### src/rtl/mips_cpu_pkg.sv
// Shared definitions for the multi-cycle MIPS control path.
// Contents: FSM state enum, instruction class enum, alu_control codes,
// opcode/funct constants and alu_b_sel encodings.
package mips_cpu_pkg;

  typedef enum logic [2:0] {
    ST_FETCH  = 3'd0,
    ST_DECODE = 3'd1,
    ST_EXEC   = 3'd2,
    ST_MEM    = 3'd3,
    ST_WB     = 3'd4,
    ST_HALT   = 3'd5
  } state_e;

  typedef enum logic [2:0] {
    CLS_NOP = 3'd0,
    CLS_ALU = 3'd1,
    CLS_LW  = 3'd2,
    CLS_SW  = 3'd3,
    CLS_BEQ = 3'd4,
    CLS_BNE = 3'd5,
    CLS_J   = 3'd6,
    CLS_JR  = 3'd7
  } instr_class_e;

  // ALU operation codes
  localparam logic [3:0] ALU_AND   = 4'b0000;
  localparam logic [3:0] ALU_OR    = 4'b0001;
  localparam logic [3:0] ALU_XOR   = 4'b0010;
  localparam logic [3:0] ALU_LUI   = 4'b0011;
  localparam logic [3:0] ALU_ADD   = 4'b0100;
  localparam logic [3:0] ALU_SUB   = 4'b0101;
  localparam logic [3:0] ALU_SLTU  = 4'b0110;
  localparam logic [3:0] ALU_PASSA = 4'b0111;
  localparam logic [3:0] ALU_SLL   = 4'b1000;
  localparam logic [3:0] ALU_SRL   = 4'b1001;
  localparam logic [3:0] ALU_SLLV  = 4'b1010;
  localparam logic [3:0] ALU_SRLV  = 4'b1011;
  localparam logic [3:0] ALU_SRA   = 4'b1100;
  localparam logic [3:0] ALU_SRAV  = 4'b1101;
  localparam logic [3:0] ALU_SLT   = 4'b1110;

  // Opcodes
  localparam logic [5:0] OP_RTYPE = 6'h00;
  localparam logic [5:0] OP_J     = 6'h02;
  localparam logic [5:0] OP_BEQ   = 6'h04;
  localparam logic [5:0] OP_BNE   = 6'h05;
  localparam logic [5:0] OP_ADDIU = 6'h09;
  localparam logic [5:0] OP_SLTI  = 6'h0A;
  localparam logic [5:0] OP_SLTIU = 6'h0B;
  localparam logic [5:0] OP_ANDI  = 6'h0C;
  localparam logic [5:0] OP_ORI   = 6'h0D;
  localparam logic [5:0] OP_XORI  = 6'h0E;
  localparam logic [5:0] OP_LUI   = 6'h0F;
  localparam logic [5:0] OP_LW    = 6'h23;
  localparam logic [5:0] OP_SW    = 6'h2B;

  // R-type funct codes
  localparam logic [5:0] FN_SLL  = 6'h00;
  localparam logic [5:0] FN_SRL  = 6'h02;
  localparam logic [5:0] FN_SRA  = 6'h03;
  localparam logic [5:0] FN_SLLV = 6'h04;
  localparam logic [5:0] FN_SRLV = 6'h06;
  localparam logic [5:0] FN_SRAV = 6'h07;
  localparam logic [5:0] FN_JR   = 6'h08;
  localparam logic [5:0] FN_ADDU = 6'h21;
  localparam logic [5:0] FN_SUBU = 6'h23;
  localparam logic [5:0] FN_AND  = 6'h24;
  localparam logic [5:0] FN_OR   = 6'h25;
  localparam logic [5:0] FN_XOR  = 6'h26;
  localparam logic [5:0] FN_SLT  = 6'h2A;
  localparam logic [5:0] FN_SLTU = 6'h2B;

  // ALU B operand select
  localparam logic [1:0] BSEL_RT   = 2'b00;
  localparam logic [1:0] BSEL_SIMM = 2'b01;
  localparam logic [1:0] BSEL_ZIMM = 2'b10;

endpackage

### src/rtl/mips_cpu_decode.sv
// Combinational instruction decoder.
// Ports: instr_i (instruction register) -> alu_control_o, alu_b_sel_o,
// reg_dst_o (1 = rd), wb_sel_o (1 = memory data), instr_class_o.
// Unknown opcodes/functs decode to CLS_NOP with every field zero.
module mips_cpu_decode
  import mips_cpu_pkg::*;
(
  input  logic [31:0]  instr_i,
  output logic [3:0]   alu_control_o,
  output logic [1:0]   alu_b_sel_o,
  output logic         reg_dst_o,
  output logic         wb_sel_o,
  output instr_class_e instr_class_o
);

  logic [5:0] opcode;
  logic [5:0] funct;
  logic       unused_instr_bits;

  assign opcode = instr_i[31:26];
  assign funct  = instr_i[5:0];
  // Register/immediate fields belong to the datapath.
  assign unused_instr_bits = ^instr_i[25:6];

  always_comb begin
    alu_control_o = ALU_AND;
    alu_b_sel_o   = BSEL_RT;
    reg_dst_o     = 1'b0;
    wb_sel_o      = 1'b0;
    instr_class_o = CLS_NOP;
    case (opcode)
      OP_RTYPE: begin
        instr_class_o = CLS_ALU;
        reg_dst_o     = 1'b1;
        case (funct)
          FN_ADDU: alu_control_o = ALU_ADD;
          FN_SUBU: alu_control_o = ALU_SUB;
          FN_AND:  alu_control_o = ALU_AND;
          FN_OR:   alu_control_o = ALU_OR;
          FN_XOR:  alu_control_o = ALU_XOR;
          FN_SLT:  alu_control_o = ALU_SLT;
          FN_SLTU: alu_control_o = ALU_SLTU;
          FN_SLL:  alu_control_o = ALU_SLL;
          FN_SRL:  alu_control_o = ALU_SRL;
          FN_SRA:  alu_control_o = ALU_SRA;
          FN_SLLV: alu_control_o = ALU_SLLV;
          FN_SRLV: alu_control_o = ALU_SRLV;
          FN_SRAV: alu_control_o = ALU_SRAV;
          FN_JR: begin
            // rs passes through the ALU so it can feed the target register
            alu_control_o = ALU_PASSA;
            instr_class_o = CLS_JR;
            reg_dst_o     = 1'b0;
          end
          default: begin
            instr_class_o = CLS_NOP;
            reg_dst_o     = 1'b0;
          end
        endcase
      end
      OP_ADDIU: begin alu_control_o = ALU_ADD;  alu_b_sel_o = BSEL_SIMM; instr_class_o = CLS_ALU; end
      OP_SLTI:  begin alu_control_o = ALU_SLT;  alu_b_sel_o = BSEL_SIMM; instr_class_o = CLS_ALU; end
      OP_SLTIU: begin alu_control_o = ALU_SLTU; alu_b_sel_o = BSEL_SIMM; instr_class_o = CLS_ALU; end
      OP_ANDI:  begin alu_control_o = ALU_AND;  alu_b_sel_o = BSEL_ZIMM; instr_class_o = CLS_ALU; end
      OP_ORI:   begin alu_control_o = ALU_OR;   alu_b_sel_o = BSEL_ZIMM; instr_class_o = CLS_ALU; end
      OP_XORI:  begin alu_control_o = ALU_XOR;  alu_b_sel_o = BSEL_ZIMM; instr_class_o = CLS_ALU; end
      OP_LUI:   begin alu_control_o = ALU_LUI;  alu_b_sel_o = BSEL_ZIMM; instr_class_o = CLS_ALU; end
      OP_LW: begin
        alu_control_o = ALU_ADD;
        alu_b_sel_o   = BSEL_SIMM;
        wb_sel_o      = 1'b1;
        instr_class_o = CLS_LW;
      end
      OP_SW:  begin alu_control_o = ALU_ADD; alu_b_sel_o = BSEL_SIMM; instr_class_o = CLS_SW; end
      // Branches compare rs - rt; alu_zero is read back in WB
      OP_BEQ: begin alu_control_o = ALU_SUB; instr_class_o = CLS_BEQ; end
      OP_BNE: begin alu_control_o = ALU_SUB; instr_class_o = CLS_BNE; end
      OP_J:   instr_class_o = CLS_J;
      default: ;
    endcase
  end

endmodule

### src/rtl/mips_cpu_control_fsm.sv
// Multi-cycle control sequencer: FETCH -> DECODE -> EXEC -> (MEM) -> WB.
// Inputs: clk, reset (sync, active-high), instr, alu_zero, reg_a_zero,
// waitrequest. Outputs: memory strobes/address select, ir_write, ALU
// control and B select, register-file write controls, PC update controls,
// target_write and active. Branches/jumps have one delay slot; JR to
// address 0 halts after the delay slot retires.
module mips_cpu_control_fsm
  import mips_cpu_pkg::*;
(
  input  logic        clk,
  input  logic        reset,
  input  logic [31:0] instr,
  input  logic        alu_zero,
  input  logic        reg_a_zero,
  input  logic        waitrequest,
  output logic        mem_read,
  output logic        mem_write,
  output logic        addr_sel,
  output logic        ir_write,
  output logic [3:0]  alu_control,
  output logic [1:0]  alu_b_sel,
  output logic        reg_write,
  output logic        reg_dst,
  output logic        wb_sel,
  output logic        pc_write,
  output logic        pc_src,
  output logic        target_write,
  output logic        active
);

  state_e       state_q, state_d;
  logic         branch_pending_q, branch_pending_d;
  logic         halt_pending_q, halt_pending_d;
  // Low from the edge that samples reset until the edge after release, so
  // strobes drop one edge after reset rises and nothing moves while held.
  logic         run_q;

  logic [3:0]   dec_alu_control;
  logic [1:0]   dec_alu_b_sel;
  logic         dec_reg_dst;
  logic         dec_wb_sel;
  instr_class_e dec_class;

  mips_cpu_decode u_decode (
    .instr_i       (instr),
    .alu_control_o (dec_alu_control),
    .alu_b_sel_o   (dec_alu_b_sel),
    .reg_dst_o     (dec_reg_dst),
    .wb_sel_o      (dec_wb_sel),
    .instr_class_o (dec_class)
  );

  always_ff @(posedge clk) begin
    if (reset) begin
      state_q          <= ST_FETCH;
      branch_pending_q <= 1'b0;
      halt_pending_q   <= 1'b0;
      run_q            <= 1'b0;
    end else begin
      state_q          <= state_d;
      branch_pending_q <= branch_pending_d;
      halt_pending_q   <= halt_pending_d;
      run_q            <= 1'b1;
    end
  end

  always_comb begin
    state_d          = state_q;
    branch_pending_d = branch_pending_q;
    halt_pending_d   = halt_pending_q;
    mem_read         = 1'b0;
    mem_write        = 1'b0;
    addr_sel         = 1'b0;
    ir_write         = 1'b0;
    alu_control      = ALU_AND;
    alu_b_sel        = BSEL_RT;
    reg_write        = 1'b0;
    reg_dst          = 1'b0;
    wb_sel           = 1'b0;
    pc_write         = 1'b0;
    pc_src           = 1'b0;
    target_write     = 1'b0;
    active           = (state_q != ST_HALT);

    if (run_q) begin
      case (state_q)
        ST_FETCH: begin
          mem_read = 1'b1;
          if (!waitrequest) begin
            // The fetch address was the old PC, so a pending target lands
            // here while the delay-slot instruction is being latched.
            ir_write         = 1'b1;
            pc_write         = 1'b1;
            pc_src           = branch_pending_q;
            branch_pending_d = 1'b0;
            state_d          = ST_DECODE;
          end
        end
        ST_DECODE: state_d = ST_EXEC;
        ST_EXEC: begin
          alu_control = dec_alu_control;
          alu_b_sel   = dec_alu_b_sel;
          state_d     = (dec_class == CLS_LW || dec_class == CLS_SW) ? ST_MEM : ST_WB;
        end
        ST_MEM: begin
          addr_sel = 1'b1;
          if (dec_class == CLS_LW) mem_read = 1'b1;
          else                     mem_write = 1'b1;
          if (!waitrequest) begin
            // A store retires here, so it also honours a pending halt
            if (dec_class == CLS_LW) state_d = ST_WB;
            else                     state_d = halt_pending_q ? ST_HALT : ST_FETCH;
          end
        end
        ST_WB: begin
          reg_dst = dec_reg_dst;
          wb_sel  = dec_wb_sel;
          case (dec_class)
            CLS_ALU, CLS_LW: reg_write = 1'b1;
            CLS_BEQ: if (alu_zero)  begin target_write = 1'b1; branch_pending_d = 1'b1; end
            CLS_BNE: if (!alu_zero) begin target_write = 1'b1; branch_pending_d = 1'b1; end
            CLS_J:   begin target_write = 1'b1; branch_pending_d = 1'b1; end
            CLS_JR: begin
              if (reg_a_zero) halt_pending_d = 1'b1;
              else begin target_write = 1'b1; branch_pending_d = 1'b1; end
            end
            default: ;
          endcase
          // halt_pending_q is only already set when this is the delay slot
          state_d = halt_pending_q ? ST_HALT : ST_FETCH;
        end
        ST_HALT: ;
        default: state_d = ST_FETCH;
      endcase
    end
  end

endmodule

### config.mk
export PLATFORM = sky130hd
export DESIGN_NAME = mips_cpu_control_fsm
export DESIGN_NICKNAME = d
export VERILOG_FILES = /design/src/rtl/mips_cpu_pkg.sv /design/src/rtl/mips_cpu_decode.sv /design/src/rtl/mips_cpu_control_fsm.sv
export SDC_FILE = /design/constraint.sdc
export NUM_CORES = 1
export LEC_CHECK = 0
export CAP_MARGIN = 20
export CORE_ASPECT_RATIO = 1.1
export CORE_MARGIN = 5
export CORE_UTILIZATION = 37
export CTS_CLUSTER_DIAMETER = 120
export DETAILED_ROUTE_END_ITERATION = 10
export PLACE_DENSITY = 0.79
export SLEW_MARGIN = 20
export SYNTH_ARGS = -nofsm -noshare
export SYNTH_HDL_FRONTEND = slang
export SYNTH_SLANG_ARGS = --single-unit
### constraint.sdc
create_clock -name clk -period 1.8 [get_ports clk]
set_input_delay 0.36 -clock clk [delete_from_list [all_inputs] [get_ports clk]]
set_output_delay 0.36 -clock clk [all_outputs]
set_load 0.03 [all_outputs]
==> results.yml, run 1 <==
run_status:
  outcome: "complete, but fails checks"
  violations: "negative setup slack"
sta:
  setup_viol: 14
  setup_slack_ns: -0.3176
  clock_skew_ns: 0.005744
  finalCritPeriodShare: 1.176
  grt_setup_unrepaired: "true"
  hold_ws_ns: 0.4906
  worst_slew_pin_slew_ns: 0.3725
  relSlewSlack: 0.7494
  clock.fmax_mhz: 472.2
  finalHoldViolCount: 0
  drv_slew: 0
  finalCriticalPeriod_ns: 2.118
clock_network:
  htreeDepth: 1
  cts_root_buf: "clkbuf_4"
  numClockSinks: 6
  cts_tree: "done"
  clock_latency_ns: 0.25
  cts.clk_slew.worst_paths_ns: 0.05
  numCtsBuffers: 3
  clk_path_buf_depth: 2
finish:
  antennaDiodeCount: 0
  design_area_mm2: 0.002580
  nets: 316
  layoutNonFillerInstCount: 311
  drive_gt1_frac: 0.6498
  area_growth_pct: 128.9
worst_setup_path:
  cp_max_fo: 4
  cpMaxStageDelayCell: "o22ai_1"
  cp-end-kind: "primary output"
  worst_ep_required_time_ns: 1.44
  slowest_delay_ns: 0.29
  crit_path_cell_trace: "buf_8, buf_4, nor4b_4, buf_4, a41oi_1, o22ai_1, a2bb2oi_2, nor2_4, buf_6"
  crit_type: "input pin to primary output"
  cp.arrival_ns: 1.76
  path_common_cell: "buf_4"
  cp-start-kind: "input pin"
  critPathTopFamily: "buffers and inverters"
  worst-path-buf-inv: 4
grt:
  grt_start_max_net_pins: 13
  gr-usage-all-layers: 0.2508
  grtUsageMet1: 0.2498
  grt_use_met2: 0.4883
  grt_pass1_wl_um: 8618
  grt_pass1_vias: 1907
  grt_use_met3: 0.03612
  overflow: 0
  busiest_layer: "met2"
  antenna_found_initial: 0
logic_synthesis:
  synth.distinct_cells: 53
  ys_ff_latch: 6
  synthCells: 168
  synth_top_area_frac: 0.1065
  synth_nets: 205
  synthFlopType: "dfxtp_1"
  yosysWarnings: 0
  synth-edff-count: 0
  synth_area_mm2: 0.001127
  async_flop_share: 0
  ys_seq_area_frac: 0.1065
  ys_top_cells_by_area: "dfxtp_1 11%, nand2_1 5.7%, nor2_1 5.7%"
  avgSynthCellArea_um2: 6.710
  yosys.area.top_type: "dfxtp_1"
power_and_ir_drop:
  p_int_mw: 0.4709
  p_switching_mw: 0.3061
  power_switching_share: 0.3939
  combPwrFrac: 0.651
  cellPowerDensity_mw_per_mm2: 301.2
  power.leakage_nw: 1.084
  power_mw: 0.7770
  p_seq_frac: 0.186
  clock_power_share: 0.162
  vdd_drop_max_uv: 442.3
drt:
  first_pass_iters: 4
  drt-total-wl_um: 6286
  drc_errors: 0
  ant_nets: 0
  wl_per_cell_um: 20.21
  routed-via-count: 1846
  drt-initial-drc-count: 202
  via_per_inst: 5.936
min_path:
  hp-class: "flip-flop to flip-flop"
place:
  gp_congestion: 0.9394
  placedCellCount: 282
  portBuffers: 33
  dpl_cell_area_mm2: 0.002016
  dp_hpwl_um: 3342
floorplanning:
  initial_utilization: 0.3764
  die_y_um: 67.89
  coreArea_mm2: 0.002995
  die_w_um: 62.63
  dieArea_mm2: 0.004252
  ios: 54
  row_count: 21
job:
  drv_cap: 0
==> metrics by stage <==
| step | TNS (ns) | utilization | setup slack, ns |
|---|---|---|---|
| after floorplan | -0.5872 | - | -0.1125 |
| after global placement | -9.166 | 0.6729 | -0.7355 |
| after detailed placement | -9.867 | 0.6729 | -0.7992 |
| after CTS | -1.374 | 0.7920 | -0.2862 |
| after global routing | -2.618 | 0.8613 | -0.3537 |
| final | -1.889 | 0.8613 | -0.3176 |
==> timing repair <==
action / CTS / global route
pin swaps: 20 / 15
hold buffers: 0 / 0
gates resized for setup: 122 / 39
buffers inserted: 17 / 11
endpoints found under the setup margin: 18 / 16
==> final timing paths <==
check        depth (start not counted)          endpoint        startpoint  slack (ns)
min reg2reg                          2  branch_pending_q  branch_pending_q        0.49
max                                  9    alu_control[0]          instr[5]       -0.32
min                                  2  branch_pending_q  branch_pending_q        0.49
max reg2reg                          7  branch_pending_q             run_q        0.04
==> synth_stat cells, types with 5 or more instances <==
cell and instances:
a21oi_1 7, a31oi_1 6, buf_2 7, dfxtp_1 6
inv_1 7, nand2_1 17, nand2b_1 9, nor2_1 17
nor2b_1 6, nor3_1 6, o21ai_0 7, o22ai_1 5
==> worst min-delay path, cell delays in order (launching register included) <==
cell and delay (ns):
dfxtp_1 0.31, inv_1 0.07, a2111oi_2 0.06
==> final cells by class <==
class	instances	area, um^2
sequential	6	126.4
fill	143	415.4
timing repair buffer	121	1075
clock buffer	3	22.52
tap	34	42.54
multi-input combinational	140	1287
inverter	7	26.28
==> layer usage <==
metal | vias to the layer above | share of wire
li1 | 840 | -
met1 | 885 | 0.37
met2 | 94 | 0.55
met3 | 27 | 0.050
met4 | 0 | 0.039
met5 | - | 0
==> sequential cells by signal, indices dropped and copies added (netlist names) <==
name              cells
branch_pending_q      1
state_q               3
run_q                 1
halt_pending_q        1
==> kinds of logic after synthesis <==
| logic type | share of synthesized area |
|---|---|
| AO/OA/AOI/OAI | 0.3330 |
| multiplexers | 0.008879 |
| AND/OR/NAND/NOR | 0.4362 |
| flip-flops | 0.1066 |
| XOR/XNOR | 0.02331 |
| buffers and inverters | 0.09211 |
==> placed cells by master, fill, tap and decap left out, types with 3 or more instances in the layout <==
master	count
buf_4	74
nand2b_1	8
buf_2	3
nor4b_4	4
nor2_2	3
clkbuf_4	3
a31oi_4	3
o22ai_1	5
a21oi_1	4
buf_8	4
a21boi_0	4
and2_1	3
nor3_4	3
nor2b_4	5
buf_6	36
inv_1	7
nor2_4	8
nand4_1	4
nor2_1	7
o21ai_0	4
dfxtp_1	3
nand3_1	4
a31oi_1	3
nand2_1	14
clkdlybuf4s50_1	3
==> power groups by stage <==
stage	clock (mW)	sequential (mW)	combinational, mW
6_report	0.126	0.145	0.506
5_1_grt	0.135	0.145	0.534
4_1_cts	0.130	0.145	0.424
3_5_place_dp	0	0.146	0.360
3_3_place_gp	0	0.145	0.347
2_1_floorplan	0	0.145	0.199
(Power assumes the default switching activity.)
==> inputs of run 2 (changes only) <==
CTS_CLUSTER_SIZE = 16   (was unset)
==> results of run 2 <==
No change in the layout: final DEF, timing and power equal those of run 1.
==> inputs of run 3 (changes only) <==
GPL_ROUTABILITY_DRIVEN = 1   (was unset)
PLACE_DENSITY = 0.77   (was 0.79)
==> results.yml, run 3 (same netlist as run 1, synthesis figures left out) <==
drt:
  first_pass_iters: 4
  via_per_inst: 6.230
  wl_per_cell_um: 22.50
  routed-via-count: 1894
  drc_errors: 0
  drt-total-wl_um: 6841
  drt-initial-drc-count: 169
  ant_nets: 0
finish:
  largest_reg_flops: 3
  layoutNonFillerInstCount: 304
  area_growth_pct: 133.1
  drive_gt1_frac: 0.6741
  nets: 309
  most-common-layout-cells: "63 x buf_4, 38 x buf_6, 13 x nand2_1, 8 x nor2_4, 7 x nand2b_1"
  fillCellCount: 133
  antennaDiodeCount: 0
  final_common_cell: "buf_4"
  regMostFlops: "state_q"
  design_area_mm2: 0.002628
  final_util: 0.8772
clock_network:
  clk_path_buf_depth: 2
  numCtsBuffers: 3
  cts_root_buf: "clkbuf_4"
  htreeDepth: 1
  cts_hold_buf: 0
  cts.clk_slew.worst_paths_ns: 0.05
  cts_tree: "done"
  numClockSinks: 6
  clock_latency_ns: 0.25
floorplanning:
  coreArea_mm2: 0.002995
  initial_utilization: 0.3764
  row_count: 21
  die_y_um: 67.89
  dieArea_mm2: 0.004252
  ios: 54
  die_w_um: 62.63
place:
  gp_congestion: 0.8878
  placedCellCount: 280
  portBuffers: 33
  dpl_cell_area_mm2: 0.002001
  dp_hpwl_um: 3461
sta:
  grt_setup_unrepaired: "true"
  setup_viol: 13
  tns_ns: -2.430
  relSlewSlack: 0.7807
  setup_slack_ns: -0.3993
  clock.fmax_mhz: 454.7
  finalCriticalPeriod_ns: 2.199
  clock_skew_ns: 0.002741
  drv_slew: 0
  worst_slew_pin_slew_ns: 0.3283
  finalCritPeriodShare: 1.222
  finalHoldViolCount: 0
worst_setup_path:
  crit_type: "input pin to primary output"
  cp.arrival_ns: 1.84
  cp-end-kind: "primary output"
  slowest_delay_ns: 0.35
  cp-start-kind: "input pin"
  worst_ep_required_time_ns: 1.44
  cp_max_fo: 3
  crit_path_cell_trace: "buf_8, nor4b_4, a211o_1, nor4_4, buf_4, o21ai_4, a21oi_4, buf_6"
  cpMaxStageDelayCell: "nor4_4"
grt:
  grt_pass1_wl_um: 8825
  grt_start_max_net_pins: 13
  antenna_found_initial: 0
  overflow: 0
  gr-usage-all-layers: 0.2581
  grt_pass1_vias: 1844
power_and_ir_drop:
  vdd_drop_max_uv: 355.3
  p_int_mw: 0.4774
  cellPowerDensity_mw_per_mm2: 308.9
  power_switching_share: 0.4118
  clock_power_share: 0.169
  power.leakage_nw: 1.087
  p_switching_mw: 0.3343
  combPwrFrac: 0.654
  p_seq_frac: 0.177
run_status:
  outcome: "complete, but fails checks"
  violations: "negative setup slack"
min_path:
  hp-class: "flip-flop to flip-flop"
job:
  drv_cap: 0
==> run 3: changes by cell type in the layout (fill, tap and decap cells not counted), moves of 2 or more <==
cell,previous run,this run
buf_4,74,63
a21boi_0,4,2
buf_6,36,38
buf_8,4,6
==> run 3: timing repair <==
action,CTS,global route
setup buffers,17,7
pin swaps,25,22
endpoints found under the setup margin,18,16
resized for setup,133,50
==> run 3: path summary, 6_finish.rpt <==
kind	slack [ns]	start	depth (start not counted)	to
worst max register to register	0.09	run_q	7	branch_pending_q
worst min register to register	0.56	branch_pending_q	2	branch_pending_q
worst max-delay path	-0.40	instr[5]	8	alu_control[3]
worst min-delay path	0.56	branch_pending_q	2	branch_pending_q
==> run 3: cell type report <==
| cell class | count | area [um^2] | area share |
|---|---|---|---|
| multi-input combinational | 140 | 1364 | 0.5190 |
| tap | 34 | 42.54 | 0.01619 |
| sequential | 6 | 127.6 | 0.04857 |
| clock buffer | 3 | 22.52 | 0.008571 |
| inverter | 7 | 26.28 | 0.01000 |
| timing repair buffer | 114 | 1045 | 0.3976 |
==> run 3: layer usage <==
metal	routed length, um	vias up	share of wire	global-route usage
met1	2418	890	0.35	0.2692
met3	457	55	0.067	0.03777
li1	-	820	-	-
met5	0	-	0	0
met2	3483	129	0.51	0.5026
met4	482	0	0.070	0.1379
==> run 3: per-stage QoR <==
step | total power, mW | setup WS [ns] | hold slack [ns]
detailed placement | 0.5052 | -0.7691 | 0.5031
finish | 0.8117 | -0.3993 | 0.5590
global route | 0.8496 | -0.4304 | 0.5846
CTS | 0.7173 | -0.2708 | 0.5434
global placement | 0.4952 | -0.6744 | 0.4685
floorplan | 0.3439 | -0.1125 | 0.4289
==> run 3: power by group through the flow <==
stage	Clock, mW	Sequential (mW)	Combinational (mW)
floorplan	0	0.145	0.199
global placement	0	0.144	0.351
detailed placement	0	0.145	0.360
CTS	0.131	0.144	0.442
global route	0.153	0.145	0.552
finish	0.137	0.144	0.531
==> run 3: worst max-delay path: cells and delay by family <==
kind	cells	cell delay, ns
and+or+nand+nor	2	0.48
AOI/OAI and AO/OA	3	0.54
buffers and inverters	3	0.45
